[src/rtl/wb_pkg.sv]
// Shared types and defaults for the register-bank C-port writeback controller.
// Writeback FSM encodings, default bus widths and the queue entry layout.
package wb_pkg;

  localparam int WB_DATA_W = 32;
  localparam int WB_SEL_W  = 5;

  typedef enum logic [1:0] {
    WB_IDLE    = 2'd0,
    WB_SETUP   = 2'd1,
    WB_STROBE  = 2'd2,
    WB_RELEASE = 2'd3
  } wb_state_e;

  typedef struct packed {
    logic [WB_SEL_W-1:0]  dest;
    logic [WB_DATA_W-1:0] data;
  } wb_entry_t;

endpackage

[src/rtl/wb_fifo.sv]
// In-order circular buffer of pending register writes (dest + data per entry).
// Exposes the raw entry storage and a per-slot valid mask for forwarding lookups.
module wb_fifo #(
  parameter int DEPTH  = 4,
  parameter int DATA_W = 32,
  parameter int SEL_W  = 5
) (
  input  logic                              clk,
  input  logic                              reset,
  input  logic                              push,
  input  logic [SEL_W-1:0]                  push_dest,
  input  logic [DATA_W-1:0]                 push_data,
  input  logic                              pop,
  output logic                              full,
  output logic                              empty,
  output logic [$clog2(DEPTH):0]            count,
  output logic [$clog2(DEPTH)-1:0]          rd_ptr,
  output logic [DEPTH-1:0][SEL_W-1:0]       dest_arr,
  output logic [DEPTH-1:0][DATA_W-1:0]      data_arr,
  output logic [DEPTH-1:0]                  valid
);
  localparam int PTR_W = $clog2(DEPTH);

  logic [PTR_W-1:0] rd_q, wr_q;
  logic [PTR_W:0]   cnt_q;
  logic [PTR_W-1:0] off;

  // Pointers are PTR_W bits wide, so they wrap modulo DEPTH for free.
  always_ff @(posedge clk) begin
    if (!reset) begin
      rd_q  <= '0;
      wr_q  <= '0;
      cnt_q <= '0;
    end else begin
      if (push) wr_q <= wr_q + PTR_W'(1);
      if (pop)  rd_q <= rd_q + PTR_W'(1);
      case ({push, pop})
        2'b10:   cnt_q <= cnt_q + (PTR_W+1)'(1);
        2'b01:   cnt_q <= cnt_q - (PTR_W+1)'(1);
        default: cnt_q <= cnt_q;
      endcase
    end
  end

  always_ff @(posedge clk) begin
    if (push) begin
      dest_arr[wr_q] <= push_dest;
      data_arr[wr_q] <= push_data;
    end
  end

  always_comb begin
    valid = '0;
    off   = '0;
    for (int i = 0; i < DEPTH; i++) begin
      off      = PTR_W'(i) - rd_q;
      valid[i] = ((PTR_W+1)'(off) < cnt_q);
    end
  end

  assign full   = (cnt_q == (PTR_W+1)'(DEPTH));
  assign empty  = (cnt_q == '0);
  assign count  = cnt_q;
  assign rd_ptr = rd_q;

endmodule

[src/rtl/reg_writeback_ctrl.sv]
// Register-bank C-port writeback initiator: queues results and replays each as a SETUP/STROBE/RELEASE write.
// Optional operand forwarding from queued entries is enabled by REG_WRITEBACK_CTRL_FORWARD_EN.
module reg_writeback_ctrl
  import wb_pkg::*;
#(
  parameter int DEPTH  = 4,
  parameter int DATA_W = WB_DATA_W,
  parameter int SEL_W  = WB_SEL_W
) (
  input  logic              clk,
  input  logic              reset,
  input  logic              res_valid,
  output logic              res_ready,
  input  logic [DATA_W-1:0] res_data,
  input  logic [SEL_W-1:0]  res_dest,
  output logic [DATA_W-1:0] busC,
  output logic [SEL_W-1:0]  busCsel,
  output logic              WriteC,
  output logic              wb_busy,
  input  logic [SEL_W-1:0]  fwdA_sel,
  input  logic [SEL_W-1:0]  fwdB_sel,
  output logic              fwdA_hit,
  output logic              fwdB_hit,
  output logic [DATA_W-1:0] fwdA_data,
  output logic [DATA_W-1:0] fwdB_data
);
  localparam int PTR_W = $clog2(DEPTH);

  wb_state_e                    state_q, state_d;
  logic [DATA_W-1:0]            busc_q, busc_d;
  logic [SEL_W-1:0]             sel_q, sel_d;
  logic                         writec_q, writec_d;
  logic                         push, pop, full, empty;
  logic [PTR_W:0]               count;
  logic [PTR_W-1:0]             rd_ptr, head_idx;
  logic [DEPTH-1:0][SEL_W-1:0]  dest_arr;
  logic [DEPTH-1:0][DATA_W-1:0] data_arr;
  logic [DEPTH-1:0]             valid;

  // Register 0 is hard-wired in the bank, so writes to it are acknowledged and dropped.
  assign res_ready = !full;
  assign push      = res_valid && !full && (res_dest != '0);
  assign pop       = (state_q == WB_RELEASE);

  wb_fifo #(.DEPTH(DEPTH), .DATA_W(DATA_W), .SEL_W(SEL_W)) u_fifo (
    .clk(clk), .reset(reset), .push(push), .push_dest(res_dest), .push_data(res_data),
    .pop(pop), .full(full), .empty(empty), .count(count), .rd_ptr(rd_ptr),
    .dest_arr(dest_arr), .data_arr(data_arr), .valid(valid)
  );

  always_ff @(posedge clk) begin
    if (!reset) begin
      state_q  <= WB_IDLE;
      busc_q   <= '0;
      sel_q    <= '0;
      writec_q <= 1'b0;
    end else begin
      state_q  <= state_d;
      busc_q   <= busc_d;
      sel_q    <= sel_d;
      writec_q <= writec_d;
    end
  end

  // RELEASE only chains into SETUP when an older entry already sits behind the head,
  // so the next head is always in storage, never a same-cycle push.
  always_comb begin
    state_d = state_q;
    case (state_q)
      WB_IDLE:    if (!empty) state_d = WB_SETUP;
      WB_SETUP:   state_d = WB_STROBE;
      WB_STROBE:  state_d = WB_RELEASE;
      WB_RELEASE: state_d = (count > (PTR_W+1)'(1)) ? WB_SETUP : WB_IDLE;
      default:    state_d = WB_IDLE;
    endcase
  end

  always_comb begin
    head_idx = pop ? rd_ptr + PTR_W'(1) : rd_ptr;
    writec_d = (state_d == WB_STROBE);
    busc_d   = busc_q;
    sel_d    = sel_q;
    if (state_d == WB_SETUP) begin
      busc_d = data_arr[head_idx];
      sel_d  = dest_arr[head_idx];
    end
  end

  assign busC    = busc_q;
  assign busCsel = sel_q;
  assign WriteC  = writec_q;
  assign wb_busy = !empty || (state_q != WB_IDLE);

`ifdef REG_WRITEBACK_CTRL_FORWARD_EN
  logic [PTR_W-1:0] age_idx;

  // Walk oldest to youngest so the last match wins.
  always_comb begin
    fwdA_hit  = 1'b0;
    fwdB_hit  = 1'b0;
    fwdA_data = '0;
    fwdB_data = '0;
    age_idx   = '0;
    for (int k = 0; k < DEPTH; k++) begin
      age_idx = rd_ptr + PTR_W'(k);
      if (valid[age_idx] && (fwdA_sel != '0) && (dest_arr[age_idx] == fwdA_sel)) begin
        fwdA_hit  = 1'b1;
        fwdA_data = data_arr[age_idx];
      end
      if (valid[age_idx] && (fwdB_sel != '0) && (dest_arr[age_idx] == fwdB_sel)) begin
        fwdB_hit  = 1'b1;
        fwdB_data = data_arr[age_idx];
      end
    end
  end
`else
  logic unused_fwd;
  assign unused_fwd = ^{fwdA_sel, fwdB_sel, valid};
  assign fwdA_hit   = 1'b0;
  assign fwdB_hit   = 1'b0;
  assign fwdA_data  = '0;
  assign fwdB_data  = '0;
`endif

endmodule

[config.mk]
export PLATFORM = sky130hd
export DESIGN_NAME = reg_writeback_ctrl
export DESIGN_NICKNAME = d
export VERILOG_FILES = /design/src/rtl/wb_pkg.sv /design/src/rtl/wb_fifo.sv /design/src/rtl/reg_writeback_ctrl.sv
export SDC_FILE = /design/constraint.sdc
export NUM_CORES = 1
export LEC_CHECK = 0
export ABC_AREA = 1
export CORE_ASPECT_RATIO = 0.8
export CORE_MARGIN = 3
export CORE_UTILIZATION = 53
export CTS_CLUSTER_DIAMETER = 50
export CTS_CLUSTER_SIZE = 28
export DETAILED_ROUTE_END_ITERATION = 6
export PLACE_DENSITY = 0.84
export SLEW_MARGIN = 20
export SYNTH_ARGS = -nofsm -noshare
export SYNTH_HDL_FRONTEND = slang
export SYNTH_SLANG_ARGS = --single-unit
[constraint.sdc]
create_clock -name clk -period 3.65 [get_ports clk]
set_input_delay 0.73 -clock clk [delete_from_list [all_inputs] [get_ports clk]]
set_output_delay 0.73 -clock clk [all_outputs]
set_load 0.03 [all_outputs]
# ---- After elaboration in Yosys (flattened, before gate mapping)
# Index checks and enable logic that the tools add are counted.
dict set report word_totals {
  ff_bits 195
  inputBits 50
}
dict set report classes {
  order_cmp 4
  reduce_logical 11
  eq_ne 8
  n_addsub 4
  n_mux 15
}
# cell n
set ops {}
lappend ops {{128-bit bitwise mux} 1}
lappend ops {{32-bit binary-select mux with 2-bit select} 1}
lappend ops {{32-bit demux with 2-bit select} 1}
lappend ops {{32-bit 2-to-1 mux} 2}
lappend ops {{20-bit bitwise mux} 1}
lappend ops {{5-bit binary-select mux with 2-bit select} 1}
lappend ops {{5-bit demux with 2-bit select} 1}
lappend ops {{5-bit 2-to-1 mux} 2}
lappend ops {{2-bit == test, second input constant} 4}
lappend ops {{2-bit case mux with 4 select lines} 1}
lappend ops {{2-bit by 1-bit == test with 1-bit output, second input constant} 3}
lappend ops {{2-bit by 3-bit < comparator with 1-bit output, second input constant} 2}
lappend ops {{3-bit case mux with 2 select lines} 1}
lappend ops {{5-bit nonzero test} 1}
lappend ops {{2-bit by 1-bit adder with 2-bit output, second input constant} 2}
lappend ops {{2-bit 2-to-1 mux} 2}
lappend ops {{2-bit nonzero test} 2}
lappend ops {{3-bit by 1-bit adder with 3-bit output, second input constant} 1}
lappend ops {{3-bit == test, second input constant} 1}
lappend ops {{3-bit by 1-bit > comparator with 1-bit output, second input constant} 1}
lappend ops {{1-bit logical AND} 3}
lappend ops {{3-bit logical NOT} 1}
lappend ops {{3-bit by 1-bit subtractor with 3-bit output, second input constant} 1}
lappend ops {{2-bit by 1-bit greater-or-equal comparator with 1-bit output, second input constant} 1}
lappend ops {{other kinds (4)} 5}

# ---- Longest topological paths before layout
# Gate-level depths: netlist (run 1).
dict set report logic_depth {
  word_depth 6
  depth_mapped 11
}

# ---- By module
# A second synthesis (run 1) with hierarchy kept.
dict set report hier_totals {
  cells_unflattened 1001
  area_unflattened_um2 9122.5
}
# module n_inst cells_each area_per_inst_um2
set modules_own_cells {}
lappend modules_own_cells {wb_fifo 1 219 4968.5}
lappend modules_own_cells {reg_writeback_ctrl 1 782 4154.0}

# ---- Worst setup path before layout (run 1)
# OpenSTA, ideal clock, no wires.
dict set report synth_timing {
  path_type {flip-flop to flip-flop}
  from {register u_fifo.cnt_q[0] (netlist: u_fifo.count[0])}
  to {register u_fifo.data_arr[0] (netlist bit) (enable)}
  n_path_buf 0
  arrival_ns 2.815
  path_stages_with_launch 7
  slack_ns 0.404
  required_time_ns 3.219
  cell_sequence {dfxtp_1 -> inv_1 -> ha_1 -> nand2_1 -> and2_1 -> o21ai_1 -> nor2_1}
}
dict set report synth_between {
  elab_chain_len 4
}
# item line_no
set synth_lines {}
lappend synth_lines {{start: declaration} wb_fifo.sv:25} ;# logic [PTR_W:0] cnt_q;
lappend synth_lines {{start signal: assignment} wb_fifo.sv:38} ;# 2'b10: cnt_q <= cnt_q + (PTR_W+1)'(1);
lappend synth_lines {{start signal: assignment} wb_fifo.sv:39} ;# 2'b01: cnt_q <= cnt_q - (PTR_W+1)'(1);
lappend synth_lines {{start signal: assignment} wb_fifo.sv:40} ;# default: cnt_q <= cnt_q;
lappend synth_lines {{3-bit == test} wb_fifo.sv:61} ;# assign full = (cnt_q == (PTR_W+1)'(DEPTH));
lappend synth_lines {{1-bit logical NOT} n/a}
lappend synth_lines {{net res_ready} reg_writeback_ctrl.sv:13} ;# output logic res_ready,
lappend synth_lines {{1-bit logical AND (2 in series)} reg_writeback_ctrl.sv:42} ;# assign push = res_valid && !full && (res_dest != '0);
lappend synth_lines {{end signal: indexed assignment} wb_fifo.sv:48} ;# data_arr[wr_q] <= push_data;
lappend synth_lines {{end: declaration} wb_fifo.sv:19} ;# output logic [DEPTH-1:0][DATA_W-1:0] data_arr,
# The timed path passes the listed nets, and every way through them passes these cells.
# A chain may end at the register's enable or synchronous reset.

# ---- Final worst setup path (run 1)
dict set report layout_timing {
  from {register state_q[0]}
  to {register busc_q[11] (netlist: busC[11])}
}
dict set report layout_between {
  elab_chain_len 4
  elab_cells_between_ends 10
}
# item line_no
set layout_lines {}
lappend layout_lines {{start: declaration} reg_writeback_ctrl.sv:29} ;# wb_state_e state_q, state_d;
lappend layout_lines {{start signal: assignment} reg_writeback_ctrl.sv:58} ;# state_q <= state_d;
lappend layout_lines {{2-bit == test} {reg_writeback_ctrl.sv:43, reg_writeback_ctrl.sv:69}}
lappend layout_lines {{2-bit 2-to-1 mux} n/a}
lappend layout_lines {{32-bit binary-select mux with 2-bit select} reg_writeback_ctrl.sv:84} ;# busc_d = data_arr[head_idx];
lappend layout_lines {{32-bit 2-to-1 mux (not written as such)} reg_writeback_ctrl.sv:84}
lappend layout_lines {{end signal: assignment} reg_writeback_ctrl.sv:59} ;# busc_q <= busc_d;
lappend layout_lines {{end: declaration} reg_writeback_ctrl.sv:30} ;# logic [DATA_W-1:0] busc_q, busc_d;
# Parallel ways exist; a longest one is shown, timed or not. The select of a mux whose other input is x is not followed.

==> results by group, run 1 <==
Status
  – Status: complete, no violations

Worst setup path
  – R2R setup slack: 940 ps
  – Critical path arrival: 3030 ps
  – Crit path depth: 9
  – Slowest stage cell on the critical path: nand2_2
  – RR Startpoint: state_q[0]
  – Highest fanout seen on the critical path: 40
  – Setup Crit Path Kind: reg2reg
  – CP Launch Type: flip-flop
  – Buf/Inv on CP: 1
  – Critical-path cell list: ha_1 > nand2_4 > nand2_2 > buf_12 > nand2_1 > nand3_2 > nand2_1 > nor2_1 > nor2_1
  – CP endpoint kind: flip-flop
  – Reg2reg end: busC[11]
  – Slowest stage delay, CP: 770 ps
  – Worst EP required: 3970 ps
  – Worst reg2reg path depth: 9
  – Critical path's top delay family: simple AND/OR/NAND/NOR gates
  – Setup crit start: state_q[0]

Yosys
  – Cells after synthesis: 902
  – Post-synthesis sequential area ratio: 0.5933
  – Post-synth cell types: 25
  – Post-synthesis register bit count: 195
  – Syn avg cell area: 10.06 µm²
  – Commonest cells post-synth: 197 x nand2_1, 148 x edfxtp_1, 129 x inv_1
  – Synth top area share: 0.4897
  – Synth area leader: edfxtp_1
  – Most frequent cell after synthesis: nand2_1
  – Most used flip-flop cell after synthesis: edfxtp_1
  – Post-synthesis cell area: 9076 µm²
  – Post-synth EDFFs: 148
  – Post-synth ARST share: 0
  – Area contributors post-synth: edfxtp_1 49%, dfxtp_1 10%, nand2_1 8.1%, nand3b_1 6.1%, buf_4 6.0%
  – Yosys warns: 0

Cells and area
  – Filler cells: 1252
  – Multi-input gate area: 2700 µm²
  – P&R area growth vs syn: 14.35%
  – Diodes inserted: 0
  – Post-layout net count: 1032
  – Layout cells sized above 1: 0.07943
  – FF/Latch Area: 5385 µm²
  – Final Cell Area: 10380 µm²

Clock network
  – Gates resized, CTS repair: 0
  – Number of CTS-inserted buffers: 17
  – Hold Buf Count CTS: 0
  – CTS sink cnt: 195
  – CTS tree: yes
  – Post-CTS repair timing setup buffer count: 0
  – Reg clk slew, reported paths: 70 ps
  – Clock Tree Buf Depth: 2
  – CTS HTree Levels: 4
  – Clock Latency Late Sink: 440 ps
  – CTS root buf: clkbuf_16

Drt
  – Vias: 5838
  – Initial DRT Pass Iterations: 4
  – Antenna-violating nets left: 0
  – Vias/cell: 4.857
  – Starting DRC count in detailed routing: 463
  – WL per Instance: 14.41 µm
  – Drc violations: 0
  – Drt total wl: 17.32 mm

STA
  – Setup TNS: 0 ps
  – Worst-Margin Slew: 841.7 ps
  – Final setup viols: 0
  – Skew final: 9.686 ps
  – RSZ-0062 raised after global routing: no
  – Fmax: 368.8 MHz
  – Max Slew Vio Count: 0
  – Fin crit period: 2712 ps
  – Final Hold Viols: 0
  – Period utilisation layout: 0.7430
  – Max-slew headroom: 0.4368

Pwr
  – Combinational Power Share: 0.341
  – Power Internal: 4.407 mW
  – Clk pwr share: 0.262
  – IR Drop Worst-Case VDD: 349.5 µV
  – Switch Pwr: 2.503 mW
  – Switching share of power: 0.3622
  – Reg power frac: 0.397
  – Leakage: 4.529 nW
  – Power density over the cells: 665.8 nW/µm²

Placement
  – IO Port Bufs: 79
  – Dpl cell area: 9806 µm²
  – Gpl congestion: 0.7438
  – Dpl hpwl: 10.32 mm

Floorplanning
  – Die height: 123.0 µm
  – Die X: 152.3 µm
  – Core box area: 16660 µm²
  – Initial Util: 0.5448
  – I/O pin count: 156
  – Num rows: 42
  – Die ar.: 18740 µm²

Job
  – Maxcap violations: 0

Global routing
  – Vias in the first global route: 5466
  – GRT Util Overall: 0.1900
  – First-pass GRT wire length: 27.49 mm
  – Antenna violations before repair: 2
  – Largest net degree at the start of global routing: 75
  – Overflow after GRT: 0

Worst hold path
  – WHS Path Cells: 4
  – Hold EP: busC[21]
  – Hold crit path type: reg2reg
  – Hold path startpoint: busC[21]
==> cells in the final DEF, fill, tap and decap left out, drive strengths merged, types with 2 or more instances in the layout <==
cell type | netlist | layout
conb | 1 | 66
nand3b | 74 | 74
ha | 13 | 13
xor2 | 2 | 2
nand2 | 198 | 198
nand3 | 78 | 78
o21ai | 7 | 7
a21oi | 5 | 5
clkdlybuf4s50 | 0 | 78
dfxtp | 47 | 47
clkinv | 0 | 4
edfxtp | 148 | 148
clkbuf | 7 | 18
buf | 103 | 15
clkinvlp | 0 | 3
inv | 131 | 137
nor2 | 85 | 85
==> worst max path at each step <==
| stage | end | slack, ps |
|---|---|---|
| after floorplan | u_fifo.data_arr[0] | 400 |
| after global placement | u_fifo.data_arr[103] | 970 |
| after detailed placement | u_fifo.data_arr[30] | 940 |
| after CTS | busC[31] | 930 |
| after global routing | busC[8] | 730 |
| final | busC[11] | 940 |
==> final cells by class <==
class	count	area share
Multi-Input combinational cell	531	0.2602
Tap cell	220	0.02652
Timing Repair Buffer	93	0.09186
Inverter	131	0.04738
Clock inverter	14	0.01386
Clock buffer	18	0.04135
Sequential cell	195	0.5189
==> tightest hold or removal path: stages (launching register included) <==
cell	delay, ps
dfxtp_1	310
inv_1	40
nand2_1	40
nand2_1	50
nor2_1	30
==> power by group through the flow <==
stage | clock network, mW | registers (mW) | logic, mW
6_report | 1.81 | 2.75 | 2.36
5_1_grt | 1.93 | 2.77 | 2.63
4_1_cts | 1.84 | 2.75 | 2.37
3_5_place_dp | 0 | 2.79 | 2.35
3_3_place_gp | 0 | 2.79 | 2.29
2_1_floorplan | 0 | 3.06 | 1.60
==> registers in the layout (all words and copies together) (netlist names), 2 cells and up <==
register         flops
u_fifo.data_arr    128
state_q              2
busC                32
busCsel              5
u_fifo.wr_q          2
u_fifo.dest_arr     20
u_fifo.count         3
u_fifo.rd_ptr        2
==> stage by stage <==
stage               utilization  worst slack [ps]  cells  total power, mW  hold slack (ps)
floorplan                     -             404.0    967            4.659            479.2
finish                   0.6230             938.2   1202            6.910            508.2
global placement         0.5886             968.2   1170            5.077            499.0
detailed placement       0.5886             942.4   1170            5.141            497.4
global route             0.6230             733.5   1202            7.333            532.9
CTS                      0.6230             930.1   1202            6.961            510.3
==> kinds of logic (layout without fill, tap and decap cells) <==
| logic type | count (synthesis) | in the layout | share of synthesized area |
|---|---|---|---|
| simple gates | 436 | 436 | 0.2333 |
| fa+ha+maj | 13 | 13 | 0.01792 |
| xor+xnor | 3 | 3 | 0.004964 |
| buf+inv | 241 | 256 | 0.1428 |
| flops | 195 | 195 | 0.5933 |
| other cells | 1 | 66 | 0.0004132 |
| compound gates | 13 | 13 | 0.007306 |
==> routing by layer <==
layer  vias to the layer above  global-route usage  routed length, µm
li1                       2875                   -                  -
met1                      2703              0.2460               7507
met2                       230              0.3080               8036
met3                        26             0.05668               1459
met4                         4             0.07075                278
met5                         -                   0                 33
No activity file was read; power rests on OpenSTA's default activity.
==> inputs of run 2 (changes only) <==
--- a/config.mk
+++ b/config.mk
@@ -8,11 +8,11 @@
 export ABC_AREA = 1
 export CORE_ASPECT_RATIO = 0.8
 export CORE_MARGIN = 3
-export CORE_UTILIZATION = 53
+export CORE_UTILIZATION = 48
 export CTS_CLUSTER_DIAMETER = 50
 export CTS_CLUSTER_SIZE = 28
 export DETAILED_ROUTE_END_ITERATION = 6
-export PLACE_DENSITY = 0.84
+export PLACE_DENSITY = 0.8
 export SLEW_MARGIN = 20
 export SYNTH_ARGS = -nofsm -noshare
 export SYNTH_HDL_FRONTEND = slang
==> constraint.sdc (replaced) <==
create_clock -name clk -period 2.48 [get_ports clk]
set_input_delay 0.496 -clock clk [delete_from_list [all_inputs] [get_ports clk]]
set_output_delay 0.496 -clock clk [all_outputs]
set_load 0.03 [all_outputs]
==> results by group, run 2 (synthesis gave the netlist of run 1 again) <==
Worst setup path
  – Worst EP required: 2610 ps (was 3970 ps)
  – CP endpoint kind: flip-flop (unchanged)
  – Critical path arrival: 2240 ps (was 3030 ps)
  – Highest fanout seen on the critical path: 11 (was 40)
  – CP Launch Type: flip-flop (unchanged)
  – Setup Crit Path Kind: reg2reg (unchanged)

Clock network
  – Reg clk slew, reported paths: 70 ps (about the same)
  – Clock Latency Late Sink: 430 ps (was 440 ps)
  – CTS sink cnt: 195 (unchanged)
  – CTS tree: yes (unchanged)
  – Post-CTS repair timing setup buffer count: 0 (unchanged)
  – CTS HTree Levels: 4 (unchanged)
  – Clock Tree Buf Depth: 2 (unchanged)
  – CTS root buf: clkbuf_16 (unchanged)
  – Number of CTS-inserted buffers: 17 (unchanged)

Cells and area
  – Commonest non-fill, non-tap cell in the layout: nand2_1 (unchanged)
  – Final core utilization: 0.5700 (was 0.6230)
  – Filler cells: 1515 (was 1252)
  – Layout cells sized above 1: 0.07996 (was 0.07943)
  – Final Cell Area: 10450 µm² (was 10380 µm²)
  – Top reg by flops: u_fifo.data_arr (unchanged)
  – Most frequent cells in the layout: 194 x nand2_1, 148 x edfxtp_1, 129 x inv_1 (unchanged)
  – P&R area growth vs syn: 15.12% (was 14.35%)
  – Diodes inserted: 0 (unchanged)
  – Post-layout net count: 1038 (was 1032)
  – Max reg flops: 128 (unchanged)

STA
  – Worst-Margin Slew: 557.6 ps (was 841.7 ps)
  – Fin crit period: 2118 ps (was 2712 ps)
  – RSZ-0062 raised after global routing: no (unchanged)
  – Skew final: 10.29 ps (was 9.686 ps)
  – Fmax: 472.2 MHz (was 368.8 MHz)
  – Max-slew headroom: 0.6283 (was 0.4368)
  – Final setup viols: 0 (unchanged)
  – Period utilisation layout: 0.8539 (was 0.7430)
  – Final Hold Viols: 0 (unchanged)
  – Worst Hold Margin: 509.6 ps (was 508.2 ps)
  – Max Slew Vio Count: 0 (unchanged)
  – Setup slack after layout: 362.3 ps (was 938.2 ps)
  – Setup TNS: 0 ps (unchanged)

Drt
  – Initial DRT Pass Iterations: 5 (was 4)
  – Starting DRC count in detailed routing: 425 (was 463)
  – WL per Instance: 13.94 µm (was 14.41 µm)
  – Vias/cell: 4.683 (was 4.857)
  – Vias: 5811 (was 5838)
  – Antenna-violating nets left: 0 (unchanged)
  – Drc violations: 0 (unchanged)
  – Drt total wl: 17.30 mm (was 17.32 mm)

Floorplanning
  – Num rows: 44 (was 42)
  – Initial Util: 0.4951 (was 0.5448)
  – Die ar.: 20600 µm² (was 18740 µm²)
  – Die height: 129.0 µm (was 123.0 µm)
  – I/O pin count: 156 (unchanged)
  – Core box area: 18330 µm² (was 16660 µm²)
  – Die X: 159.7 µm (was 152.3 µm)

Placement
  – Gpl congestion: 0.7758 (was 0.7438)
  – DP Worst Slack: 138.3 ps (was 942.4 ps)
  – Dpl cell area: 9905 µm² (was 9806 µm²)
  – Dpl hpwl: 10.37 mm (was 10.32 mm)
  – IO Port Bufs: 79 (unchanged)

Worst hold path
  – Hold crit path type: reg2reg (unchanged)

Pwr
  – IR Drop Worst-Case VDD: 763.6 µV (was 349.5 µV)
  – Leakage: 4.560 nW (was 4.529 nW)
  – Power density over the cells: 962.6 nW/µm² (was 665.8 nW/µm²)

Global routing
  – Overflow after GRT: 0 (unchanged)
  – Antenna violations before repair: 0 (was 2)
  – Vias in the first global route: 5320 (was 5466)
  – Largest net degree at the start of global routing: 75 (unchanged)
  – First-pass GRT wire length: 27.07 mm (was 27.49 mm)
  – GRT Util Overall: 0.1691 (was 0.1900)

Status
  – Status: complete, no violations (unchanged)

Job
  – Maxcap violations: 0 (unchanged)
run 2: power by group:
group / switching [mW] / internal (mW)
Combinational: 2.29 / 1.19
Clock: 1.16 / 1.38
Sequential: 0.145 / 3.90
run 2: final timing paths:
kind,slack [ps],cells after the start,to,from
hold / removal,510,4,busC[23],busC[23]
setup reg to reg,360,8,u_fifo.dest_arr[19],u_fifo.count[0]
setup / recovery,360,8,u_fifo.dest_arr[19],u_fifo.count[0]
hold reg to reg,510,4,busC[23],busC[23]
run 2: worst max-delay path, stage by stage, from the launching register on:
cell and delay [ps]:
dfxtp_1 360, inv_1 120, ha_1 250, nand2_1 90, and2_1 180, o21ai_1 110
buf_4 200, nor2_4 230, buf_4 270
run 2: what timing repair did:
item / in CTS / in global routing
hold buffers: 0 / 0
gates resized for setup: 0 / 2
setup endpoints to repair: 0 / 2
run 2: through the flow:
| step | power (mW) | std cells |
|---|---|---|
| after detailed placement | 7.592 | 1209 |
| after CTS | 10.12 | 1241 |
| final | 10.06 | 1241 |
| after floorplan | 6.857 | 967 |
| after global placement | 7.509 | 1209 |
| after global routing | 10.69 | 1241 |
run 2: area by class of cell:
type	count	area, µm²	area share
inverters	131	491.7	0.04706
well taps	253	316.6	0.03030
multi-input cells	531	2700	0.2584
clock buffers	19	432.9	0.04143
repair buffers	99	1016	0.09723
flip-flops and latches	195	5385	0.5154
clock inverters	13	106.4	0.01018
run 2: layer usage:
layer | wire (µm) | share of wire | vias up | track usage
li1 | - | - | 2890 | -
met1 | 7707 | 0.45 | 2687 | 0.2170
met2 | 8207 | 0.47 | 210 | 0.2886
met3 | 1155 | 0.067 | 24 | 0.03959
met4 | 227 | 0.013 | 0 | 0.05198
met5 | 0 | 0 | - | 0
